`config.mk`:
```
export PLATFORM = sky130hd
export DESIGN_NAME = instr_sequencer
export DESIGN_NICKNAME = d
export VERILOG_FILES = /design/src/rtl/instr_sequencer.sv
export SDC_FILE = /design/constraint.sdc
export NUM_CORES = 1
export LEC_CHECK = 0
export BUFFER_PORTS_ARGS = -buffer_cell sky130_fd_sc_hd__buf_2
export CAP_MARGIN = 20
export CORE_AREA = 5 5 134 136
export CTS_CLUSTER_DIAMETER = 40
export DETAILED_ROUTE_END_ITERATION = 16
export DIE_AREA = 0 0 139 141
export PLACE_DENSITY = 0.93
export SETUP_SLACK_MARGIN = 0.4
export SLEW_MARGIN = 5
export SYNTH_ARGS = -nofsm -noshare
export SYNTH_HDL_FRONTEND = slang
export SYNTH_SLANG_ARGS = --single-unit
```
`constraint.sdc`:
```
create_clock -name S_AXIS_ACLK -period 6.3 [get_ports S_AXIS_ACLK]
set_input_delay 1.575 -clock S_AXIS_ACLK [delete_from_list [all_inputs] [get_ports S_AXIS_ACLK]]
set_output_delay 1.575 -clock S_AXIS_ACLK [all_outputs]
set_load 0.005 [all_outputs]
```
`src/rtl/instr_sequencer.sv`:
```
// Instruction sequencer: walks the instruction BRAM from pc=0 and streams operand pairs from the mat A/B BRAMs to the PE array.
// Optional build macro INSTR_SEQ_PERF_EN adds busy-cycle and stall performance counters.
module instr_sequencer #(
    parameter int unsigned BRAM_DEPTH       = 10,  // must be <= 10, the instruction base field is 10 bits
    parameter int unsigned INSTR_BRAM_DEPTH = 11
) (
    input  logic                        S_AXIS_ACLK,
    input  logic                        S_AXIS_ARESETN,
    input  logic                        start,
    output logic [INSTR_BRAM_DEPTH-1:0] instr_addr,
    output logic                        instr_en,
    input  logic [31:0]                 instr_dout,
    output logic [BRAM_DEPTH-1:0]       mat_addr,
    output logic                        mat_en,
    input  logic [31:0]                 mat_a_dout,
    input  logic [31:0]                 mat_b_dout,
    output logic                        pe_valid,
    input  logic                        pe_ready,
    output logic [3:0]                  pe_opcode,
    output logic [31:0]                 pe_a,
    output logic [31:0]                 pe_b,
    output logic                        pe_last,
    output logic                        busy,
    output logic                        done,
    output logic                        err_illegal,
    output logic [31:0]                 perf_busy_cycles,
    output logic [31:0]                 perf_stalls
);

    localparam int unsigned OP_W  = 4;
    localparam int unsigned LEN_W = 10;
    localparam int unsigned CNT_W = 32;

    localparam logic [OP_W-1:0] OP_NOP  = 4'h0;
    localparam logic [OP_W-1:0] OP_ADD  = 4'h1;
    localparam logic [OP_W-1:0] OP_SUB  = 4'h2;
    localparam logic [OP_W-1:0] OP_MUL  = 4'h3;
    localparam logic [OP_W-1:0] OP_HALT = 4'hF;

    localparam logic [INSTR_BRAM_DEPTH-1:0] PC_LAST = '1;

    typedef enum logic [2:0] {
        S_IDLE,
        S_FETCH,
        S_DECODE,
        S_STREAM,
        S_DRAIN,
        S_DONE
    } state_t;

    typedef struct packed {
        logic [OP_W-1:0] opcode;
        logic            last;
        logic [31:0]     a;
        logic [31:0]     b;
    } pair_t;

    state_t                      state;
    logic [INSTR_BRAM_DEPTH-1:0] pc;
    logic [OP_W-1:0]             op_q;
    logic [LEN_W-1:0]            len_q;
    logic [LEN_W-1:0]            cnt_q;
    logic [BRAM_DEPTH-1:0]       base_q;
    logic                        land_q;
    logic                        land_last_q;
    pair_t                       head_q;
    pair_t                       tail_q;
    logic                        head_v;
    logic                        tail_v;

    logic            start_acc;
    logic            pop;
    logic            push;
    logic            issue;
    logic            issue_last;
    logic [1:0]      slots;
    pair_t           in_pair;
    logic [OP_W-1:0] dec_op;
    logic            unused_bits;

    assign dec_op      = instr_dout[31:28];
    assign unused_bits = ^instr_dout[17:10];
    assign start_acc   = start && ((state == S_IDLE) || (state == S_DONE));
    assign pop         = head_v && pe_ready;
    assign push        = land_q;

    // Read issue: buffer slots still free after this cycle's pop, counting the read now landing.
    always_comb begin
        slots      = 2'(head_v) + 2'(tail_v) + 2'(land_q) - 2'(pop);
        issue      = (state == S_STREAM) && (slots < 2'd2);
        issue_last = issue && (cnt_q == len_q);
    end

    // Matrix read port is driven combinationally so the pop can free a slot in the same cycle (1 pair/cycle).
    assign mat_en   = issue;
    assign mat_addr = issue ? (base_q + BRAM_DEPTH'(cnt_q)) : '0;

    assign in_pair    = '{opcode: op_q, last: land_last_q, a: mat_a_dout, b: mat_b_dout};
    assign instr_addr = pc;
    assign pe_valid   = head_v;
    assign pe_opcode  = head_q.opcode;
    assign pe_a       = head_q.a;
    assign pe_b       = head_q.b;
    assign pe_last    = head_q.last;

    // Control FSM with registered busy/done/err/instr_en.
    always_ff @(posedge S_AXIS_ACLK or negedge S_AXIS_ARESETN) begin
        if (!S_AXIS_ARESETN) begin
            state       <= S_IDLE;
            pc          <= '0;
            op_q        <= '0;
            len_q       <= '0;
            cnt_q       <= '0;
            base_q      <= '0;
            busy        <= 1'b0;
            done        <= 1'b0;
            err_illegal <= 1'b0;
            instr_en    <= 1'b0;
        end else begin
            done     <= 1'b0;
            instr_en <= 1'b0;
            unique case (state)
                S_IDLE, S_DONE: begin
                    if (start_acc) begin
                        state       <= S_FETCH;
                        pc          <= '0;
                        busy        <= 1'b1;
                        err_illegal <= 1'b0;
                        instr_en    <= 1'b1;
                    end else begin
                        state <= S_IDLE;
                    end
                end
                S_FETCH: state <= S_DECODE;
                S_DECODE: begin
                    op_q   <= dec_op;
                    len_q  <= instr_dout[27:18];
                    base_q <= BRAM_DEPTH'(instr_dout[9:0]);
                    cnt_q  <= '0;
                    unique case (dec_op)
                        OP_NOP: begin
                            if (pc == PC_LAST) begin
                                state <= S_DONE;
                                busy  <= 1'b0;
                                done  <= 1'b1;
                            end else begin
                                state    <= S_FETCH;
                                pc       <= pc + INSTR_BRAM_DEPTH'(1);
                                instr_en <= 1'b1;
                            end
                        end
                        OP_ADD, OP_SUB, OP_MUL: state <= S_STREAM;
                        OP_HALT: begin
                            state <= S_DONE;
                            busy  <= 1'b0;
                            done  <= 1'b1;
                        end
                        default: begin
                            state       <= S_DONE;
                            busy        <= 1'b0;
                            done        <= 1'b1;
                            err_illegal <= 1'b1;
                        end
                    endcase
                end
                S_STREAM: begin
                    if (issue) begin
                        cnt_q <= cnt_q + LEN_W'(1);
                    end
                    if (issue_last) begin
                        state <= S_DRAIN;
                    end
                end
                S_DRAIN: begin
                    if (pop && head_q.last) begin
                        if (pc == PC_LAST) begin
                            state <= S_DONE;
                            busy  <= 1'b0;
                            done  <= 1'b1;
                        end else begin
                            state    <= S_FETCH;
                            pc       <= pc + INSTR_BRAM_DEPTH'(1);
                            instr_en <= 1'b1;
                        end
                    end
                end
                default: state <= S_IDLE;
            endcase
        end
    end

    // Read-in-flight tracking and the 2-entry output FIFO; head feeds the PE lanes directly.
    always_ff @(posedge S_AXIS_ACLK or negedge S_AXIS_ARESETN) begin
        if (!S_AXIS_ARESETN) begin
            land_q      <= 1'b0;
            land_last_q <= 1'b0;
            head_q      <= '0;
            tail_q      <= '0;
            head_v      <= 1'b0;
            tail_v      <= 1'b0;
        end else begin
            land_q      <= issue;
            land_last_q <= issue_last;
            unique case ({push, pop})
                2'b10: begin
                    if (!head_v) begin
                        head_q <= in_pair;
                        head_v <= 1'b1;
                    end else begin
                        tail_q <= in_pair;
                        tail_v <= 1'b1;
                    end
                end
                2'b01: begin
                    head_q <= tail_q;
                    head_v <= tail_v;
                    tail_v <= 1'b0;
                end
                2'b11: begin
                    if (tail_v) begin
                        head_q <= tail_q;
                        tail_q <= in_pair;
                    end else begin
                        head_q <= in_pair;
                    end
                end
                default: ;
            endcase
        end
    end

`ifdef INSTR_SEQ_PERF_EN
    // Saturating counters, cleared by an accepted start.
    always_ff @(posedge S_AXIS_ACLK or negedge S_AXIS_ARESETN) begin
        if (!S_AXIS_ARESETN) begin
            perf_busy_cycles <= '0;
            perf_stalls      <= '0;
        end else if (start_acc) begin
            perf_busy_cycles <= '0;
            perf_stalls      <= '0;
        end else begin
            if (busy && (perf_busy_cycles != '1)) begin
                perf_busy_cycles <= perf_busy_cycles + CNT_W'(1);
            end
            if (head_v && !pe_ready && (perf_stalls != '1)) begin
                perf_stalls <= perf_stalls + CNT_W'(1);
            end
        end
    end
`else
    assign perf_busy_cycles = '0;
    assign perf_stalls      = '0;
`endif

endmodule

```
# After elaboration in Yosys (flattened, before gate mapping)
# Cells that the tools add are included.
classes:
  eq_ne: 24
  mux: 40
  n_reduce_logical: 25
  addsub: 6
  n_lt_le_gt_ge: 1
ops:
  columns: ["op", "n"]
  rows:
  - ["$mux 69", 4]
  - ["$pmux 69 s3", 1]
  - ["$pmux 69 s2", 1]
  - ["$mux 11", 4]
  - ["$pmux 11 s3", 1]
  - ["$mux 10", 2]
  - ["$ne 2x2->1 const B", 10]
  - ["$pmux 10 s2", 1]
  - ["$pmux 3 s5", 1]
  - ["$mux 1", 13]
  - ["$pmux 1 s2", 6]
  - ["$add 11x1->11 const B", 1]
  - ["$eq 11x11->1 const B", 1]
  - ["$add 10x1->10 const B", 1]
  - ["$add 10x10->10", 1]
  - ["$eq 10x10->1", 1]
  - ["$mux 3", 3]
  - ["$eq 4x2->1 const B", 2]
  - ["$reduce_and 2->1", 4]
  - ["$reduce_and 4->1", 2]
  - ["$reduce_bool 2->1", 4]
  - ["$eq 3x2->1 const B", 2]
  - ["$eq 3x3->1 const B", 2]
  - ["$pmux 1 s3", 2]
  - ["19 further kinds", 26]
word_totals:
  word_cells: 118
  regBits: 194
  input_bits: 100
  output_inout_bits: 160

# Longest topological paths before layout
depth:
  word_depth: 8
  mapped_depth: 10
  mapped_depth_nobuf: 10

# Worst setup path before layout
# Ideal clock, no wire load.
synth_timing:
  path_type: "input to output"
  startpoint: "in pe_ready"
  endpoint: "out mat_addr[2]"
  arrival_time_ns: 3.375
  path_slack_ns: 1.350
  required_time_ns: 4.725
  path_stages: 8
  path_buffers: 1
  path_cell_list: "and2_1 ha_1 inv_1 ha_1 a21oi_2 mux2i_4 clkbuf_1 nor3_1"
synth_between:
  elab_chain_len: 5
synth_lines:
  columns: ["item", "line_no", "source"]
  rows:
  - ["from (decl)", "18", "input logic pe_ready,"]
  - ["$logic_and 1x1->1", "84", "assign pop = head_v && pe_ready;"]
  - ["$sub 2x1->2", "89", "slots = 2'(head_v) + 2'(tail_v) + 2'(land_q) - 2'(pop);"]
  - ["$lt 2x2->1", "90", "issue = (state == S_STREAM) && (slots < 2'd2);"]
  - ["$logic_and 1x1->1", "90", null]
  - ["$mux 10", "96", "assign mat_addr = issue ? (base_q + BRAM_DEPTH'(cnt_q)) : '0;"]
  - ["to (decl)", "13", "output logic [BRAM_DEPTH-1:0] mat_addr,"]
# No other way between the ends.

# Final worst setup path
layout_timing:
  startpoint: "in pe_ready"
  endpoint: "out mat_addr[0]"
# Same word-level chain as after synthesis.

==> metrics.txt <==
outcome complete, no violations; first-pass GRT wire length 34,300 um; drt via density 5.38; min-delay src pe_b[6]; Total Neg Setup Slack 0 ps; die width about 140 um; cell area after synthesis roughly 9000 um2; P&R area growth vs syn 16.5%; Max Fclk between 0.15 and 0.2 GHz; PortBufs ~190; hold_ws 479 ps; CTS H-Tree Depth 4; Remaining Overflow, GRT 0; total die area 19,600 um2; # nets final 1,155; Syn Area/Cell 10.5 um2; flop2flop setup slack 3510 ps; number of global-route vias before repair 6,897; RSZ-0062 raised after global routing false; GP Congestion 0.858; DP HPWL between 10,000 and 15,000 um; clk slew on worst S/H paths 70 ps; R2R depth 6; Max IR drop VDD 0.274 mV; Power, Total 4.84 mW; ratio of cells with drive above 1 in the final layout 0.226; most frequent cells in the layout dfrtp_1 (194), buf_2 (186), nand2_1 (157), o21ai_1 (79), a22oi_1 (70); crit path capture mat_addr[0]; Tcrit/Tclk final 0.848; Post-synth EDFFs 0; register area share after synthesis 0.532; Crit Reg-Reg Endpoint tail_q[48]; Rows 48; # clock sinks 194; most common cell after layout, fill and taps aside dfrtp_1; CP Buf/Inv Count 4; GRT Util Overall 0.213; Synthesis Warnings 0; Maximum Capacitance Violations 0; crit start category input port; CTS tree done; WP depth 10; ys async rst share 1.00; Crit Path Category input port to primary output; Antenna Cells 0; synth unique cells 54; initial core utilization 0.543; Clock Path Buffers 2; Clock Latency Late Sink between 400 and 500 ps; Pwr per Cell Area 455 nW/um2; Final Hold Viols 0; CTS root buffer clkbuf_16; Leak 5.27 nW; Placeable Area approximately 17,000 um2; Min-Delay Path Class register to register; Worst Max-Slew Pin Slew 940 ps; final wirelength ~21,000 um; Top delay family on crit path adder cells; Worst Setup SP pe_ready; Worst path slowest cell mux2i_4; Pins Over Slew Limit 0; drt drc 0; Hold Buf Count CTS 0; flop and latch count out of synthesis 194; Routed WL per cell 16.3 um; Resize count post-CTS 0; CP Capture Type primary output; clk_skew 8.01 ps; Ports 260; TritonRoute pass-1 iters 5; Min Clock Period, post-route 5340 ps; data required time of the worst path 4720 ps; CP max FO 11; DRT iter0 DRCs a little under 400; ys flop type dfrtp_1; critical path cell sequence buf_2, and2_1, ha_1, inv_1, ha_1, a21oi_2, mux2i_4, inv_2, and2_1, buf_2; Syn Inst Count 870; initial antenna violation count 0; number of buffers created by CTS 17; Die Span Y 141 um; final setup vio count 0; reg2reg start pe_valid; via count 6,861; largest net degree at the start of global routing 110; Max-slew headroom 0.372; postcts setup bufs 0; Worst EP arrival roughly 3800 ps; Antenna Nets Post-Route 0; Crit path largest cell delay 480 ps
synth_stat cells (2+ instances only):
master    count  area share
dfrtp_1     194        0.53
nand2_1     157       0.065
o21ai_1      79       0.043
a22oi_1      70       0.058
mux2_1       69       0.085
buf_4        64       0.053
nor2_1       32       0.013
clkbuf_1     31       0.013
ha_1         16       0.022
xnor2_1      15       0.014
buf_2        14      0.0077
a21oi_1      13      0.0071
inv_1        11      0.0045
nand4_1      10      0.0069
nand3_1       9      0.0049
xor2_1        9      0.0086
o21ai_0       8      0.0044
nor3_1        7      0.0038
and3_1        6      0.0041
nor2b_1       5      0.0034
and2_1        4      0.0027
o21a_1        4      0.0033
o21bai_1      3      0.0025
or3_1         3      0.0021
a211o_1       2      0.0019
a21oi_2       2      0.0019
a31oi_1       2      0.0014
buf_1         2     0.00082
mux2i_1       2      0.0022
o211ai_1      2      0.0016
o22ai_1       2      0.0014
worst min-delay path by stage:
stage | end | slack (ps) | cells past startpoint
floorplan | base_q[0] | 450 | 2
global placement | pe_b[31] | 460 | 2
detailed placement | pe_b[20] | 470 | 2
CTS | pe_b[27] | 490 | 2
global route | tail_q[2] | 500 | 1
finish | pe_b[6] | 480 | 2
area by class of cell:
cell class | count | area, um2
Fill cell | 1300 | 6180
Clock buffer | 21 | 450
Timing Repair Buffer | 197 | 1050
Clock inverter | 11 | 128
Inverter | 12 | 45.0
Multi-Input combinational cell | 616 | 3820
Sequential cell | 194 | 4850
Tap cell | 225 | 282
state kept, by name (all words and copies together), names as in the netlist:
name and flops:
pe_a 32, instr_en 1, err_illegal 1, op_q 4
land_q 1, done 1, busy 1, tail_v 1
land_last_q 1, pe_last 1, base_q 10, cnt_q 10
tail_q 69, state 3, instr_addr 11, len_q 10
pe_b 32, pe_valid 1, pe_opcode 4
routing by layer:
layer	routed length (um)	track usage
met5	0	0
met4	286	0.0639
met3	1390	0.0461
met2	10600	0.365
met1	8510	0.273
report_power, final:
part / switching [mW] / total [mW] / internal (mW) / leakage (nW)
clock network: 0.466 / 1.07 / 0.600 / 0.275
logic: 0.913 / 1.67 / 0.759 / 2.57
registers: 0.320 / 2.10 / 1.78 / 2.42
cell families (layout without fill, tap and decap cells):
family | count (synthesis) | count (layout) | share of synthesized area
AOI/OAI and AO/OA | 197 | 197 | 0.136
xor gates and xnor gates | 24 | 24 | 0.0230
adders and majority gates | 17 | 17 | 0.0241
buffers and inverters | 123 | 241 | 0.0788
DFF | 194 | 194 | 0.532
muxes | 72 | 72 | 0.0898
other | 1 | 64 | 0.000411
and+or+nand+nor | 242 | 242 | 0.116
stage by stage:
step                instances  instance area, um2  utilization  setup slack [ps]
detailed placement       1244               10100        0.598               973
global route             1276               10600        0.632               807
floorplan                 933                9370            -              1350
global placement         1243               10000        0.596              1010
CTS                      1276               10600        0.632               962
finish                   1276               10600        0.632               960
tightest hold or removal path, stage by stage, from the launching register on:
cell	delay (ps)
dfrtp_1	340
nand2_1	50
o21ai_1	60
Power figures use the tool's default switching activity.
